==> src/rtl/iir_pkg.sv <==
// Shared constants and sample types for the IIR output formatting path.
//   IIR_W / OUT_W        : raw IIR sample width and formatted sample width
//   SAT_CNT_W            : width of the optional saturation event counter
//   DROP_CNT_W           : width of the dropped-sample counter
package iir_pkg;

  localparam int unsigned IIR_W      = 20;
  localparam int unsigned OUT_W      = 8;
  localparam int unsigned SAT_CNT_W  = 16;
  localparam int unsigned DROP_CNT_W = 8;

  typedef logic [IIR_W-1:0] iir_sample_t;
  typedef logic [OUT_W-1:0] fmt_sample_t;

  // Result of scaling one IIR sample: clamped data plus the saturation flag.
  typedef struct packed {
    logic        sat;
    fmt_sample_t data;
  } fmt_result_t;

endpackage

==> src/rtl/iir_fmt_fifo.sv <==
// DEPTH x 8 synchronous FIFO with a registered head.
// A push on a full FIFO is still accepted when a pop happens in the same cycle.
// Ports:
//   clk, rst      : clock, asynchronous active-high reset
//   push, wdata   : write request and formatted sample
//   ready         : consumer accept; pop = dout_valid & ready
//   dout          : registered head entry
//   dout_valid    : registered non-empty flag
//   drop_c        : combinational, high when a push is rejected (full, no pop)
module iir_fmt_fifo
  import iir_pkg::*;
#(
  parameter int unsigned DEPTH = 4
) (
  input  logic             clk,
  input  logic             rst,
  input  logic             push,
  input  logic [OUT_W-1:0] wdata,
  input  logic             ready,
  output logic [OUT_W-1:0] dout,
  output logic             dout_valid,
  output logic             drop_c
);

  localparam int unsigned PTR_W = (DEPTH > 1) ? $clog2(DEPTH) : 1;
  localparam int unsigned CNT_W = $clog2(DEPTH + 1);

  fmt_sample_t      mem [DEPTH];
  logic [PTR_W-1:0] wptr_q;
  logic [PTR_W-1:0] rptr_q;
  logic [PTR_W-1:0] rptr_inc;
  logic [CNT_W-1:0] count_q;
  logic [CNT_W-1:0] count_n;
  logic             full;
  logic             empty;
  logic             pop;
  logic             wr_en;
  fmt_sample_t      head_n;

  assign full     = (count_q == CNT_W'(DEPTH));
  assign empty    = (count_q == '0);
  assign pop      = dout_valid & ready;
  assign wr_en    = push & (~full | pop);
  assign drop_c   = push & full & ~pop;
  assign rptr_inc = rptr_q + PTR_W'(1);

  // Next occupancy and next head value after this cycle's push/pop.
  always_comb begin
    count_n = count_q;
    head_n  = dout;
    case ({wr_en, pop})
      2'b10:   count_n = count_q + CNT_W'(1);
      2'b01:   count_n = count_q - CNT_W'(1);
      default: count_n = count_q;
    endcase
    if (pop) begin
      // The entry behind the popped one is already stored when count > 1;
      // otherwise the only candidate for the new head is this cycle's write.
      if (count_q > CNT_W'(1)) begin
        head_n = mem[rptr_inc];
      end else if (wr_en) begin
        head_n = wdata;
      end
    end else if (empty && wr_en) begin
      head_n = wdata;
    end
  end

  // Storage array; no reset needed since occupancy gates every read.
  always_ff @(posedge clk) begin
    if (wr_en) begin
      mem[wptr_q] <= wdata;
    end
  end

  // Pointers, count and registered head.
  always_ff @(posedge clk or posedge rst) begin
    if (rst) begin
      wptr_q     <= '0;
      rptr_q     <= '0;
      count_q    <= '0;
      dout       <= '0;
      dout_valid <= 1'b0;
    end else begin
      if (wr_en) begin
        wptr_q <= wptr_q + PTR_W'(1);
      end
      if (pop) begin
        rptr_q <= rptr_inc;
      end
      count_q    <= count_n;
      dout       <= head_n;
      dout_valid <= (count_n != '0);
    end
  end

endmodule

==> src/rtl/iir_out_formatter.sv <==
// Formats the 20-bit IIR core output to 8 bits (round-half-up, unsigned
// saturation), aligns it with a delayed copy of the core's valid, and buffers
// results in a FIFO behind a valid/ready interface.
// Optional build macro IIR_SAT_CNT_EN adds the sat_cnt_21 saturation counter.
// Ports:
//   clk_21, rst_21      : clock, asynchronous active-high reset
//   iir_dv_21           : IIR core data_valid, delayed VLD_DLY cycles
//   iir_dout_21         : IIR core output sample (unsigned)
//   dout_21             : formatted sample at FIFO head (registered)
//   dout_valid_21       : FIFO non-empty (registered)
//   dout_ready_21       : consumer accept
//   ovf_21              : sticky overflow, a sample was dropped
//   drop_cnt_21         : dropped-sample count, saturating at 255
//   sat_cnt_21          : (IIR_SAT_CNT_EN) accepted saturated samples, saturating
module iir_out_formatter
  import iir_pkg::*;
#(
  parameter int unsigned SHIFT   = 8,
  parameter int unsigned DEPTH   = 4,
  parameter int unsigned VLD_DLY = 1
) (
  input  logic                  clk_21,
  input  logic                  rst_21,
  input  logic                  iir_dv_21,
  input  logic [IIR_W-1:0]      iir_dout_21,
  output logic [OUT_W-1:0]      dout_21,
  output logic                  dout_valid_21,
  input  logic                  dout_ready_21,
  output logic                  ovf_21,
  output logic [DROP_CNT_W-1:0] drop_cnt_21
`ifdef IIR_SAT_CNT_EN
  ,
  output logic [SAT_CNT_W-1:0]  sat_cnt_21
`endif
);

  // One extra bit so the rounding add cannot wrap.
  localparam int unsigned       CALC_W = IIR_W + 1;
  localparam logic [CALC_W-1:0] HALF   = CALC_W'(1) << (SHIFT - 1);
  localparam logic [CALC_W-1:0] OUT_MAX = CALC_W'((2 ** OUT_W) - 1);

  logic              vld_a;
  logic [CALC_W-1:0] rounded;
  fmt_result_t       fmt_res;
  logic              drop_c;

  // Valid delay line aligning the core's valid with its output data.
  generate
    if (VLD_DLY == 0) begin : g_no_dly
      assign vld_a = iir_dv_21;
    end else begin : g_dly
      logic [VLD_DLY-1:0] dly_q;
      always_ff @(posedge clk_21 or posedge rst_21) begin
        if (rst_21) begin
          dly_q <= '0;
        end else begin
          dly_q <= VLD_DLY'({dly_q, iir_dv_21});
        end
      end
      assign vld_a = dly_q[VLD_DLY-1];
    end
  endgenerate

  // Round-half-up scaling with unsigned clamp to the output width.
  always_comb begin
    rounded      = (CALC_W'(iir_dout_21) + HALF) >> SHIFT;
    fmt_res.sat  = (rounded > OUT_MAX);
    fmt_res.data = fmt_res.sat ? '1 : rounded[OUT_W-1:0];
  end

  iir_fmt_fifo #(
    .DEPTH(DEPTH)
  ) u_fifo (
    .clk        (clk_21),
    .rst        (rst_21),
    .push       (vld_a),
    .wdata      (fmt_res.data),
    .ready      (dout_ready_21),
    .dout       (dout_21),
    .dout_valid (dout_valid_21),
    .drop_c     (drop_c)
  );

  // Overflow flag and saturating drop counter.
  always_ff @(posedge clk_21 or posedge rst_21) begin
    if (rst_21) begin
      ovf_21      <= 1'b0;
      drop_cnt_21 <= '0;
    end else if (drop_c) begin
      ovf_21 <= 1'b1;
      if (drop_cnt_21 != '1) begin
        drop_cnt_21 <= drop_cnt_21 + DROP_CNT_W'(1);
      end
    end
  end

`ifdef IIR_SAT_CNT_EN
  // Counts only saturated samples that actually entered the FIFO.
  always_ff @(posedge clk_21 or posedge rst_21) begin
    if (rst_21) begin
      sat_cnt_21 <= '0;
    end else if (vld_a && !drop_c && fmt_res.sat && (sat_cnt_21 != '1)) begin
      sat_cnt_21 <= sat_cnt_21 + SAT_CNT_W'(1);
    end
  end
`endif

endmodule

==> config.mk <==
export PLATFORM = sky130hd
export DESIGN_NAME = iir_out_formatter
export DESIGN_NICKNAME = d
export VERILOG_FILES = /design/src/rtl/iir_pkg.sv /design/src/rtl/iir_fmt_fifo.sv /design/src/rtl/iir_out_formatter.sv
export SDC_FILE = /design/constraint.sdc
export NUM_CORES = 1
export LEC_CHECK = 0
export ABC_AREA = 1
export ABC_CLOCK_PERIOD_IN_PS = 2100
export CAP_MARGIN = 20
export CORE_MARGIN = 2
export CORE_UTILIZATION = 54
export CTS_CLUSTER_DIAMETER = 120
export CTS_CLUSTER_SIZE = 16
export DETAILED_ROUTE_END_ITERATION = 8
export GPL_TIMING_DRIVEN = 1
export HOLD_SLACK_MARGIN = 0.15
export PLACE_DENSITY = 0.85
export SLEW_MARGIN = 10
export SYNTH_ARGS = -nofsm -noshare
export SYNTH_HDL_FRONTEND = slang
export SYNTH_SLANG_ARGS = --single-unit
==> constraint.sdc <==
create_clock -name clk_21 -period 2.1 [get_ports clk_21]
set_clock_uncertainty 0.1 [all_clocks]
set_input_delay 0.42 -clock clk_21 [delete_from_list [all_inputs] [get_ports clk_21]]
set_output_delay 0.42 -clock clk_21 [all_outputs]
set_load 0.01 [all_outputs]
==> results of run 1 <==
==> sequential cells by signal, indices dropped and copies added, names as in the netlist <==
register / count
drop_cnt_21: 8
u_fifo.dout_valid: 1
u_fifo.wptr_q: 2
u_fifo.count_q: 3
u_fifo.mem: 32
ovf_21: 1
u_fifo.rptr_q: 2
u_fifo.dout: 8
g_dly.dly_q: 1
==> final timing paths <==
check | to | slack, ps | cells past startpoint
worst min-delay path | drop_cnt_21[6]$_DFFE_PP0P_ | 350 | 3
max in group asynchronous | u_fifo.dout[0]$_DFFE_PP0P_ | 1280 | 3
min in group clk_21 | ovf_21$_DFFE_PP0P_ | 370 | 1
worst min register to register | ovf_21$_DFFE_PP0P_ | 370 | 1
worst max-delay path | u_fifo.dout_valid$_DFF_PP0_ | 40 | 12
worst max register to register | u_fifo.dout_valid$_DFF_PP0_ | 40 | 12
==> where the power goes <==
| part | internal, mW | switching [mW] |
|---|---|---|
| clock | 0.461 | 0.392 |
| sequential | 1.56 | 0.218 |
| combinational | 0.838 | 1.08 |
==> through the flow <==
step / hold slack (ps) / setup WS [ps] / area [sq um] / setup TNS, ps / power, mW
floorplan: 351.4 / 237.3 / 2864 / 0 / 2.832
global placement: 353.7 / -48.42 / 3476 / -1318 / 3.568
detailed placement: 356.3 / -103.8 / 3476 / -3184 / 3.664
CTS: 361.7 / 38.40 / 3637 / 0 / 4.539
global route: 387.0 / -61.55 / 3642 / -61.55 / 4.882
finish: 352.6 / 43.63 / 3642 / 0 / 4.542
==> cell usage in the layout (no fill, tap or decap), drive strengths merged <==
master and count:
clkinv 3, inv 31, o21bai 1, o211ai 2
xnor2 7, and2 1, a21boi 1, clkdlybuf4s50 34
nor3 5, edfxtp 32, clkbuf 15, o221ai 1
o21ai 13, nand2 96, nand3 7, o22ai 1
buf 26, dfrtp 26, ha 12, or3 1
xor2 8, a22oi 2, nor2 23, a21oi 11
a22o 1, or2 1, nand4 12
==> cells by family (layout without fill, tap and decap cells) <==
logic type	Yosys count	after routing	share of synthesized area, %
simple gates	146	146	21.76
flops	58	58	56.27
buf+inv	36	109	5.155
compound gates	33	33	6.990
xor+xnor	15	15	4.587
fa+ha+maj	12	12	5.242
==> what timing repair did <==
| item | CTS | global route |
|---|---|---|
| resized for setup | 0 | 6 |
| hold buffers | 0 | 0 |
| setup endpoints to repair | 0 | 3 |
==> per-layer routing <==
metal	GRT usage (%)	wire length, um	part of all wire (%)
met2	38.68	3077	51
met4	7.455	91	1.5
met5	0	0	0
met3	6.000	374	6.2
met1	25.38	2526	42
==> layout make-up <==
class | instances | area, sq um
inverters | 33 | 123.9
repair buffers | 60 | 548.0
clock inverters | 1 | 5.005
clock buffers | 15 | 156.4
well taps | 70 | 87.58
multi-input cells | 206 | 1110
flip-flops and latches | 58 | 1612
fillers | 356 | 1465
==> worst max-delay path, delay by kind of cell (launching register included) <==
family / cells / cell delay, ps
AND/OR/NAND/NOR: 5 / 460
buffers and inverters: 3 / 270
adder cells (fa/ha/maj): 2 / 440
flip-flops: 1 / 420
AO/OA/AOI/OAI: 2 / 260
==> results.cfg, run 1 <==
[setup_path]
endpoint_kind = register
required_ps = 2220
arrival_ps = 2170
worst_setup_path_start_kind = register
cp_max_fo = 4
rr_startpoint = u_fifo.count_q[0]$_DFF_PP0_
crit_chain = inv_2 -> ha_2 -> nand3_1 -> nand2_2 -> inv_1 -> ha_1 -> inv_1 -> nand2_1 -> o211ai_1 -> o21ai_0 -> nor2_1 -> nand2_1
worstSetupStartpoint = u_fifo.count_q[0]$_DFF_PP0_
cpMaxStageDelayCell = dfrtp_1
slowest_delay_ps = 420
crit_type = register to register

[worst_hold_path]
hold_class = input pin to asynchronous set/reset pin

[floorplan]
dieWidth_um = 76.83
start_util_pct = 56.08
io_pins = 42
rows = 26
die_y_um = 76.83
die-area_sq_um = 5902
core-area_sq_um = 5107

[synth]
synth_commonest_cells = 96 x nand2_1, 32 x edfxtp_1, 31 x inv_1
yosys.area.top_type = edfxtp_1
synth.area.top_cells = edfxtp_1 34%, dfrtp_1 23%, nand2_1 13%, ha_1 5.2%, inv_1 4.1%
synthFlopType = edfxtp_1
synth_seq_area_share_pct = 56.27
synth.ff_latch_count = 58
netlist-cell-type-count = 32
synth_most_common_cell = nand2_1
avgSynthCellArea_sq_um = 9.547
yosys.area.top_type_share_pct = 33.55
ys_warn_count = 0
synth_area_sq_um = 2864
syn_inst = 300
ys_async_sr_fraction_pct = 44.83
synth_edf_count = 32
synth_nets = 336

[power_and_ir_drop]
leakage_nw = 1.566
ir_drop_uv = 795.8
powerDensity_nw_per_um2 = 1247

[run]
drv_cap = 0

[timing]
tightest_slew_ps = 351.3
fin_crit_sh_pct = 97.92
hold_viol_final = 0
min_period_ps = 2056
fmax_ghz = 0.4863
finalSetupViolations = 0
final_max_slew_viol_count = 0
slew_headroom_pct = 76.58

[clocking]
cts.clk_slew.worst_paths_ps = 60
ctsLongestPathBuffers = 2
htree_levels = 3
cts_tree = done
numCtsBuffers = 9
clock_sinks = 58
clk_latency_ps = 320
postCtsSetupBuffers = 0
cts_root_buf = clkbuf_8

[global_routing]
grt_pass1_vias = 2322
grt_overflow = 0
grtUsageTotal_pct = 21.81
grt_max_degree = 27
antenna_found_initial = 0
grt_pass1_wl_mm = 9.963

[route]
wl_mm = 6.069
drt-initial-drc-count = 130
routed_via_density = 5.156
ant_nets = 0
firstDrtPassIters = 4
remaining_drc_errors = 0
wl_per_cell_um = 13.70
vias = 2284

[finish]
drive_gt1_share_pct = 13.14
fin_util_pct = 71.31
final_nets = 404
finalNonFillerCells = 443
diodes = 0
syn_to_final_growth_pct = 27.17

[placement]
hpwl_mm = 4.342
port_buffers = 34
place_inst = 427
place_congestion = 0.7727

[outcome]
status = completed
(Power assumes the default switching activity.)
==> run 2, diff against run 1 <==
CORE_UTILIZATION = 60   (was 54)
DONT_BUFFER_PORTS = 1   (was unset)
PLACE_DENSITY = 0.82   (was 0.85)
==> run 2 against run 1 <==
Register-to-register slack gained 60 ps. Setup slack gained 58 ps. Cell area shrank 10%. Sequential power grew 6%. Count of clock-buffer cells in the layout shrank 5. Sequential cell count is the same. Hold slack lost 89 ps. Sequential share of layout area grew 5.2 points. Global-route usage grew 2.4 points. Total power shrank 1.4%. Maximum frequency grew 2.9%. Core utilization shrank 1.4 points. Critical path type unchanged. Highest routed layer unchanged.
==> results.cfg, run 2 (synthesized netlist as in run 1, its figures left out) <==
[clocking]
postCtsSetupBuffers = 0
numCtsBuffers = 9
cts_tree = done
ctsLongestPathBuffers = 2
clock_sinks = 58
cts.clk_slew.worst_paths_ps = 70
htree_levels = 3
cts_root_buf = clkbuf_8
clk_latency_ps = 340

[timing]
hold_viol_final = 0
tightest_slew_ps = 351.8
final_max_slew_viol_count = 0
finalSetupTns_ps = 0
fin_crit_sh_pct = 95.16
fmax_ghz = 0.5004
finalSetupViolations = 0
setup_ws_ps = 101.6
min_period_ps = 1998
slew_headroom_pct = 76.55

[route]
routed_via_density = 5.661
wl_per_cell_um = 15.63
ant_nets = 0
firstDrtPassIters = 4
drt-initial-drc-count = 149
vias = 2157
remaining_drc_errors = 0
wl_mm = 5.955

[run]
drv_cap = 0

[power_and_ir_drop]
powerDensity_nw_per_um2 = 1373
ir_drop_uv = 809.6
leakage_nw = 1.402

[floorplan]
dieWidth_um = 73.09
die_y_um = 73.09
core-area_sq_um = 4661
io_pins = 42
die-area_sq_um = 5342
rows = 25
start_util_pct = 61.45

[setup_path]
endpoint_kind = register
critPathTopFamily = simple AND/OR/NAND/NOR gates
cp.buffers_inverters = 3
worstSetupStartpoint = u_fifo.count_q[0]$_DFF_PP0_
worst_setup_path_start_kind = register
required_ps = 2230
cp_max_fo = 4
slowest_delay_ps = 420
arrival_ps = 2130
rr_startpoint = u_fifo.count_q[0]$_DFF_PP0_
crit_chain = inv_2 -> ha_2 -> nand3_1 -> nand2_2 -> inv_1 -> ha_1 -> inv_1 -> nand2_1 -> o211ai_1 -> o21ai_0 -> nor2_1 -> nand2_1
cpMaxStageDelayCell = dfrtp_1
crit_type = register to register

[finish]
syn_to_final_growth_pct = 13.85
mostFrequentLayoutCell = nand2_1
most-common-layout-cells = 94 x nand2_1, 32 x edfxtp_1, 29 x inv_1
fill_cells = 316
final-seq-area_sq_um = 1612
multi_input_area_sq_um = 1117
final_nets = 358
diodes = 0
largest_reg_flops = 32
regMostFlops = u_fifo.mem
fin_area_sq_um = 3261
drive_gt1_share_pct = 12.23
largest_registers = u_fifo.mem: 32 flops, drop_cnt_21: 8 flops, u_fifo.dout: 8 flops

[global_routing]
grt_max_degree = 27
grtUsageTotal_pct = 24.18
grt_pass1_wl_mm = 9.466
grt_overflow = 0
grt_pass1_vias = 2049
antenna_found_initial = 0

[placement]
place_congestion = 0.8435
hpwl_mm = 3.953
port_buffers = 0
place_area_sq_um = 3010
place_ws_ps = 38.68

[outcome]
status = completed

[worst_hold_path]
hp-start = iir_dout_21[15]
hold_class = input pin to register
[run 2: cell types whose count changed in the layout (fill, tap and decap cells not counted), moves of 2 or more]
cell             change
dlygate4sd3_1        +2
clkbuf_1             -5
clkdlybuf4s50_1     -34
bufinv_16            +2
clkinv_1             +2
buf_4               -14
[run 2: area by class of cell]
class | instances | share of cell area [%]
repair buffers | 14 | 3.761
clock inverters | 6 | 2.456
inverters | 33 | 3.799
flip-flops and latches | 58 | 49.42
clock buffers | 10 | 4.221
well taps | 54 | 2.072
multi-input cells | 206 | 34.27
[run 2: final timing paths]
check / slack (ps) / to / cells past startpoint
max in group asynchronous: 1140 / u_fifo.dout[2]$_DFFE_PP0P_ / 3
min in group asynchronous: 490 / ovf_21$_DFFE_PP0P_ / 3
hold / removal: 260 / u_fifo.dout[7]$_DFFE_PP0P_ / 4
hold reg to reg: 450 / u_fifo.dout[2]$_DFFE_PP0P_ / 2
setup / recovery: 100 / u_fifo.dout_valid$_DFF_PP0_ / 12
setup reg to reg: 100 / u_fifo.dout_valid$_DFF_PP0_ / 12
[run 2: worst reg2reg max path, stage by stage (launching register included)]
cell,delay (ps)
dfrtp_1,420
inv_2,100
ha_2,210
nand3_1,110
nand2_2,110
inv_1,80
ha_1,240
inv_1,80
nand2_1,50
o211ai_1,70
o21ai_0,140
nor2_1,130
nand2_1,60
[run 2: layer usage]
| layer | wire [um] | vias up | part of all wire, % | track usage (%) |
|---|---|---|---|---|
| li1 | - | 1036 | - | - |
| met1 | 2511 | 1034 | 42 | 30.10 |
| met2 | 2935 | 76 | 49 | 39.34 |
| met3 | 398 | 11 | 6.7 | 7.873 |
| met4 | 109 | 0 | 1.8 | 9.053 |
| met5 | 0 | - | 0 | 0 |
[run 2: where the power goes]
group / leakage (nW) / total, mW / switching, mW / internal, mW
Combinational: 0.706 / 1.48 / 0.944 / 0.533
Sequential: 0.588 / 1.87 / 0.312 / 1.55
Clock: 0.107 / 1.13 / 0.445 / 0.690
[run 2: per-stage QoR]
step / util (%) / hold slack [ps] / std cells / total power, mW
2_1_floorplan: - / 351.4 / 300 / 2.832
3_3_place_gp: 64.59 / 287.6 / 363 / 3.218
3_5_place_dp: 64.59 / 309.8 / 363 / 3.303
4_1_cts: 69.80 / 263.2 / 381 / 4.452
5_1_grt: 69.96 / 292.8 / 381 / 4.780
6_report: 69.96 / 263.6 / 381 / 4.478
[run 2: timing repair]
item	in CTS	in global routing
endpoints found under the setup margin	1	3
hold buffers	2	0
hold endpoints to repair	27	0
gates resized for setup	1	5
